===== src/rtl/edge_log_pkg.sv =====
// Shared constants and entry type for the edge event logger.
// Optional drop counter is enabled by EDGE_LOG_DROP_CNT_EN.
package edge_log_pkg;

    localparam int EL_W       = 8;
    localparam int EL_DEPTH   = 4;
    localparam int EL_TS_W    = 16;
    localparam int DROP_CNT_W = 16;

    typedef struct packed {
        logic [EL_TS_W-1:0] ts;
        logic [EL_W-1:0]    edges;
    } edge_entry_t;

endpackage


===== src/rtl/edge_log_fifo.sv =====
// Synchronous show-ahead FIFO of edge_entry_t.
// Head reads as zero when empty; push on full is accepted only with a pop.
module edge_log_fifo
    import edge_log_pkg::*;
#(
    parameter int  DEPTH = EL_DEPTH,
    localparam int AW    = $clog2(DEPTH)
) (
    input  logic        clk,
    input  logic        reset,
    input  logic        push,
    input  edge_entry_t din,
    input  logic        pop,
    output edge_entry_t dout,
    output logic        full,
    output logic        empty,
    output logic [AW:0] level
);

    edge_entry_t mem [DEPTH];
    logic [AW-1:0] wr_ptr;
    logic [AW-1:0] rd_ptr;
    logic [AW:0]   count;
    logic          push_ok;
    logic          pop_ok;

    assign full    = (count == (AW+1)'(DEPTH));
    assign empty   = (count == '0);
    assign level   = count;
    assign pop_ok  = pop && !empty;
    assign push_ok = push && (!full || pop_ok);
    assign dout    = empty ? '0 : mem[rd_ptr];

    always_ff @(posedge clk) begin
        if (push_ok) begin
            mem[wr_ptr] <= din;
        end
    end

    always_ff @(posedge clk) begin
        if (reset) begin
            wr_ptr <= '0;
            rd_ptr <= '0;
            count  <= '0;
        end else begin
            if (push_ok) begin
                wr_ptr <= wr_ptr + AW'(1);
            end
            if (pop_ok) begin
                rd_ptr <= rd_ptr + AW'(1);
            end
            unique case ({push_ok, pop_ok})
                2'b10:   count <= count + (AW+1)'(1);
                2'b01:   count <= count - (AW+1)'(1);
                default: count <= count;
            endcase
        end
    end

endmodule


===== src/rtl/edge_event_logger.sv =====
// Timestamps non-zero edge vectors into a FIFO drained over valid/ready.
// EDGE_LOG_DROP_CNT_EN adds a saturating drop counter output.
module edge_event_logger
    import edge_log_pkg::*;
#(
    parameter int  W     = EL_W,
    parameter int  DEPTH = EL_DEPTH,
    parameter int  TS_W  = EL_TS_W,
    localparam int LW    = $clog2(DEPTH) + 1
) (
    input  logic            clk,
    input  logic            reset,
    input  logic [W-1:0]    anyedge,
    output logic            out_valid,
    input  logic            out_ready,
    output logic [W-1:0]    out_edges,
    output logic [TS_W-1:0] out_ts,
    output logic [LW-1:0]   level,
    output logic            overflow,
    input  logic            clr_overflow
`ifdef EDGE_LOG_DROP_CNT_EN
   ,output logic [DROP_CNT_W-1:0] drop_cnt
`endif
);

    logic [TS_W-1:0] ts;
    logic            push_req;
    logic            pop;
    logic            full;
    logic            empty;
    logic            drop;
    edge_entry_t     entry_in;
    edge_entry_t     head;

    assign push_req       = |anyedge;
    assign pop            = out_valid && out_ready;
    assign drop           = push_req && full && !pop;
    assign entry_in.ts    = ts;
    assign entry_in.edges = anyedge;
    assign out_valid      = !empty;
    assign out_edges      = head.edges;
    assign out_ts         = head.ts;

    edge_log_fifo #(
        .DEPTH (DEPTH)
    ) u_fifo (
        .clk   (clk),
        .reset (reset),
        .push  (push_req),
        .din   (entry_in),
        .pop   (pop),
        .dout  (head),
        .full  (full),
        .empty (empty),
        .level (level)
    );

    always_ff @(posedge clk) begin
        if (reset) begin
            ts <= '0;
        end else begin
            ts <= ts + TS_W'(1);
        end
    end

    // A drop in the same cycle as a clear keeps the flag set.
    always_ff @(posedge clk) begin
        if (reset) begin
            overflow <= 1'b0;
        end else if (drop) begin
            overflow <= 1'b1;
        end else if (clr_overflow) begin
            overflow <= 1'b0;
        end
    end

`ifdef EDGE_LOG_DROP_CNT_EN
    always_ff @(posedge clk) begin
        if (reset) begin
            drop_cnt <= '0;
        end else if (drop && clr_overflow) begin
            drop_cnt <= DROP_CNT_W'(1);
        end else if (drop) begin
            if (drop_cnt != '1) begin
                drop_cnt <= drop_cnt + DROP_CNT_W'(1);
            end
        end else if (clr_overflow) begin
            drop_cnt <= '0;
        end
    end
`endif

endmodule


===== config.mk =====
export PLATFORM = sky130hd
export DESIGN_NAME = edge_event_logger
export DESIGN_NICKNAME = d
export VERILOG_FILES = /design/src/rtl/edge_log_pkg.sv /design/src/rtl/edge_log_fifo.sv /design/src/rtl/edge_event_logger.sv
export SDC_FILE = /design/constraint.sdc
export NUM_CORES = 1
export LEC_CHECK = 0
export BUFFER_PORTS_ARGS = -buffer_cell sky130_fd_sc_hd__buf_2
export CAP_MARGIN = 20
export CORE_AREA = 10 10 108 110
export DETAILED_ROUTE_END_ITERATION = 10
export DIE_AREA = 0 0 118 120
export GPL_ROUTABILITY_DRIVEN = 1
export PLACE_DENSITY = 0.73
export SLEW_MARGIN = 20
export SYNTH_ARGS = -nofsm -noshare
export SYNTH_HDL_FRONTEND = slang
export SYNTH_HIERARCHICAL = 1
export SYNTH_SLANG_ARGS = --single-unit
export TNS_END_PERCENT = 100

===== constraint.sdc =====
create_clock -name clk -period 3.13 [get_ports clk]
set_input_delay 0.4695 -clock clk [delete_from_list [all_inputs] [get_ports clk]]
set_output_delay 0.4695 -clock clk [all_outputs]
set_load 0.01 [all_outputs]

==> After elaboration in Yosys (flattened, before gate mapping) <==
Memory sizes are Yosys's and may differ from the RTL's. A register that Yosys moved wholly into a read port is not among the register bits.
Index checks and enable logic that the tools add are counted.
{ "word_totals": {"reg_bits": 24, "mem_bits_rw": 96, "inputBits": 12, "out_inout_bits": 29, "elab_cells": 35, "mem_count": 1} }
{ "mem_list": {"columns": ["memory", "words", "word_bits", "rd", "rd_ports_with_merged_regs", "write_ports", "line", "rtl"], "rows": [
  ["u_fifo.mem", 4, 24, 1, 1, 1, "edge_log_fifo.sv:20", "edge_entry_t mem [DEPTH];"]
]} }
{ "classes": {"n_addsub": 5, "n_eq_ne": 3, "mux": 8, "reduce_logical": 13} }
{ "op_table": {"columns": ["cell", "n"], "rows": [
  ["$mux W24", 1],
  ["$add A16 B1 Y16 const B", 1],
  ["$reduce_or A8 Y1", 1],
  ["$pmux W3 S2", 1],
  ["$logic_and A1 B1 Y1", 5],
  ["$add A2 B1 Y2 const B", 2],
  ["$mux W1", 4],
  ["$mux W2", 2],
  ["$reduce_bool A2 Y1", 2],
  ["$add A3 B1 Y3 const B", 1],
  ["$eq A3 B3 Y1 const B", 1],
  ["$logic_not A1 Y1", 3],
  ["$logic_not A3 Y1", 1],
  ["$sub A3 B1 Y3 const B", 1],
  ["$eq A2 B1 Y1 const B", 1],
  ["$eq A2 B2 Y1 const B", 1],
  ["$logic_or A1 B1 Y1", 1]
]} }

==> Longest topological paths before layout <==
{ "depth": {"word_depth": 8, "ltp_mapped": 11, "mapped_depth_nobuf": 8} }

==> Hierarchy <==
Netlist, hierarchy kept.
{ "by_module_without_submodules": {"columns": ["mod", "instances", "cells_per_inst", "area_each_um2", "seq_area_each_um2"], "rows": [
  ["edge_log_fifo", 1, 220, 4322.9, 3062.9],
  ["edge_event_logger", 1, 90, 792.0, 340.3]
]} }

==> Worst setup path before layout <==
Ideal clock, no wire load.
{ "synth_path": {"path_type": "register to register", "startpoint": "reg u_fifo.count[1], in the netlist u_fifo/level[1]", "endpoint": "reg u_fifo.count[2], in the netlist u_fifo/level[2]", "setup_ns": 0.074, "arrival_time_ns": 2.336, "required_time_ns": 3.056, "setup_slack_ns": 0.720, "stages_incl_launch_ff": 12, "synth_period_minus_slack_ns": 2.410, "cell_sequence": "dfxtp_1 -> buf_2 -> nor3_4 -> buf_4 -> nor2b_1 -> buf_2 -> o31ai_1 -> nand2b_1 -> fa_1 -> nand3b_1 -> or3_1 -> a31oi_1"} }
{ "synth_via": {"elab_chain_cells": 8, "word_cells_on_any_way": 14, "cone_classes": "2 x add/sub; 3 x eq/ne; 1 x mux; 8 x reduce/logical"} }
{ "synth_lines": {"columns": ["item", "line", "rtl"], "rows": [
  ["start, declared", "edge_log_fifo.sv:23", "logic [AW:0] count;"],
  ["start signal, assigned", "edge_log_fifo.sv:53", "2'b10: count <= count + (AW+1)'(1);"],
  ["start signal, assigned", "edge_log_fifo.sv:54", "2'b01: count <= count - (AW+1)'(1);"],
  ["start signal, assigned", "edge_log_fifo.sv:55", "default: count <= count;"],
  ["$logic_not A3 Y1 *", "edge_log_fifo.sv:28", "assign empty = (count == '0);"],
  ["via empty", "edge_event_logger.sv:30", "logic empty;"],
  ["$logic_not A1 Y1 *", "edge_event_logger.sv:40", "assign out_valid = !empty;"],
  ["$logic_and A1 B1 Y1 *", "edge_event_logger.sv:36", "assign pop = out_valid && out_ready;"],
  ["via pop", "edge_event_logger.sv:28", "logic pop;"],
  ["$logic_and A1 B1 Y1 *", "edge_log_fifo.sv:30", "assign pop_ok = pop && !empty;"],
  ["$logic_or A1 B1 Y1", "edge_log_fifo.sv:31", "assign push_ok = push && (!full || pop_ok);"],
  ["$logic_and A1 B1 Y1", "edge_log_fifo.sv:31", null],
  ["$eq A2 B1 Y1 / $eq A2 B2 Y1 (equally long branches)", "edge_log_fifo.sv:52", "unique case ({push_ok, pop_ok})"],
  ["$pmux W3 S2 / $reduce_bool A2 Y1 (equally long branches)", null, null]
]} }
The timed path passes the listed nets; every way through them passes the cells marked *.
A chain may end at the register's enable or synchronous reset.

==> run metrics <==
Internal Power 3573 uW; drt initial violations 213; Synth Area in Adders 0.01614; Synth Area in XOR/XNOR 0.01199; vias 2708; R2R Setup Slk 830 ps; CP arrival 1950 ps; Final ANT Viol Nets 0; final hold violations 0; clock latency on the worst-skew pair 500 ps; die area 14160 um^2; DP Wirelength 5.586 mm; final wirelength 9.041 mm; Critical Path RT 2660 ps; Setup CP Type reg2out; PortBufs 40; clk buf depth 2; reg2reg end u_fifo/mem[2][17]$_DFFE_PP_; IO Pins 41; RSZ-0062 raised after global routing false; relative slew slack 0.6238; sequential group share of total power 0.426; Main synth FF type edfxtp_1; mapped cell area 5115 um^2; Inst Count DP 476; # Max-Cap Violations 0; Hold Path Class in2reg; CP Max Fanout 11; TritonCTS clock tree yes; Gate power share 0.232; Worst IR Drop VDD 0.0004036 V; Simple-Gate Fraction of Synth Area 0.1194; share of cells above drive strength 1 0.3280; largest net degree at the start of global routing 31; CTS resizes 0; Critical Path Sink out_ts[15]; Syn. warnings 6; pwr dens 825.2 nW/um^2; worst clock skew 12.26 ps; Starting Density 0.5356; final routed DRC violation total 0; syn nets 328; routability cong. 0.7040; CTS Buf Count 17; Vias/cell 5.331; Switching Fraction 0.2751; Root Driver clkbuf_8; Worst R2R Start u_fifo/level[0]$_SDFFE_PP0P_; NetSw 1356 uW; startpoint types flop; row cnt 36; Post-Syn Area per Cell 16.50 um^2; die span in x 118 um; Synth Area in Compound Gates 0.03938; cells after synthesis 310; initial antenna violation count 0; Setup TNS Final 0 ps; first-pass GRT wire length 15.16 mm; placed cell area 5446 um^2; Leakage Power 0.002108 uW; Core Area 9549 um^2; Post-CTS Setup Inserts 0; largest family of logic cells by synthesized area simple AND/OR/NAND/NOR gates; clock tree sinks 122; Non-Filler Instances 508; Post-synth EDFFs 96; most common cell after layout, fill and taps aside edfxtp_1; worst hold slack 202.2 ps; Final Util 0.6255; Crit. End Element primary output; Final period util 0.7732; drt pass-1 iters 4; Clock power frac 0.342; most frequent cells in the layout edfxtp_1 (96), buf_2 (40), dfxtp_1 (26), mux4_2 (24), nor2b_1 (19); Max Clk Rate 413.2 MHz; Setup Viol. Count Final 0; Seq/Total Area, Yosys 0.6654; GR Overflow Total 0; outcome completed; vias in the first global route 2894; Inserted Diodes 0; Post-Layout Inst Area 5973 um^2; DR WL/cell 17.80 um; post-synthesis cell type count 46; Layout fillers 691; global router's overall resource usage 0.1354; H-tree Lvls 4; mux cell area share after synthesis 0.1164; Slew @ Worst Pin 564.3 ps; Worst Reg-to-Reg Cells 7; die height 120 um; FF+latch count, synth 122; Area Overhead vs Synth 16.78%; fin nets 380; clk slew on worst S/H paths 60 ps; Final min period 2420 ps; Final Max Tran Viols 0; cts hold-fix bufs 0; Async SR Flop Fraction 0
## stage by stage
stage | power, uW | setup slack, ps
floorplan | 2959 | 719.6
global placement | 3276 | 587.0
detailed placement | 3304 | 483.1
CTS | 4993 | 650.3
global route | 5182 | 585.6
finish | 4929 | 709.8
## critical path, stage by stage, from the launching register on
cell     delay [ps]
dfxtp_1         330
buf_4           250
mux4_2          530
nor2b_1         160
buf_2           170
## state kept, by name (all words and copies together), names as in the netlist, named ones only
signal	count
u_fifo/mem	96
ts	16
u_fifo/level	3
u_fifo/rd_ptr	2
u_fifo/wr_ptr	2
overflow	1
## cell families (layout without fill, tap and decap cells)
logic type	count (synthesis)	count (layout)
compound gates	30	30
simple gates	88	88
xor+xnor	7	7
mux	29	29
fa+ha+maj	6	6
flops	122	122
buf+inv	28	93
## power groups by stage
stage / clock network, uW / logic, uW / registers, uW
5_1_grt: 1800 / 1260 / 2120
6_report: 1690 / 1140 / 2100
4_1_cts: 1720 / 1170 / 2100
2_1_floorplan: 0 / 877 / 2080
3_3_place_gp: 0 / 1160 / 2120
3_5_place_dp: 0 / 1170 / 2130
## layer usage
metal,wire length [um],global-route usage,share of wire,up-vias
li1,-,-,-,1297
met1,3933,0.1654,0.44,1327
met2,4533,0.2166,0.50,77
met3,486,0.04923,0.054,7
met4,89,0.05178,0.0098,0
met5,0,0,0,-
## synthesized netlist by cell type (5+ instances only)
library cell,n,area share
o31ai_1,6,0.0088
mux4_2,24,0.11
nand3_1,8,0.0078
buf_2,8,0.0078
nor2b_1,19,0.023
xor2_1,5,0.0086
nor4_1,5,0.0061
ha_1,5,0.012
and2_1,5,0.0061
inv_1,12,0.0088
a21oi_1,10,0.0098
nor2b_4,11,0.030
or4_1,5,0.0073
edfxtp_1,96,0.56
dfxtp_1,26,0.10
nand2_1,6,0.0044
nor2_1,13,0.0095
## how the worst min path moves through the flow
| stage | start | to | slack [ps] | cells past startpoint |
|---|---|---|---|---|
| after detailed placement | u_fifo/wr_ptr[1]$_SDFFE_PP0P_ | u_fifo/wr_ptr[1]$_SDFFE_PP0P_ | 520 | 2 |
| final | anyedge[1] | u_fifo/mem[0][1]$_DFFE_PP_ | 200 | 1 |
| after CTS | anyedge[1] | u_fifo/mem[0][1]$_DFFE_PP_ | 180 | 1 |
| after global routing | anyedge[1] | u_fifo/mem[1][1]$_DFFE_PP_ | 190 | 1 |
| after floorplan | ts[15]$_SDFF_PP0_ | u_fifo/mem[0][23]$_DFFE_PP_ | 470 | 0 |
| after global placement | u_fifo/wr_ptr[1]$_SDFFE_PP0P_ | u_fifo/wr_ptr[1]$_SDFFE_PP0P_ | 510 | 2 |
## layout make-up
cell class,count,area (um^2),area share
clock buffer,19,421.7,0.07059
clock inverter,13,105.1,0.01760
timing repair buffer,49,280.3,0.04692
inverter,12,45.04,0.007541
multi-input combinational,160,1551,0.2597
sequential,122,3403,0.5698
tap,133,166.4,0.02786
Power figures use the tool's default switching activity.
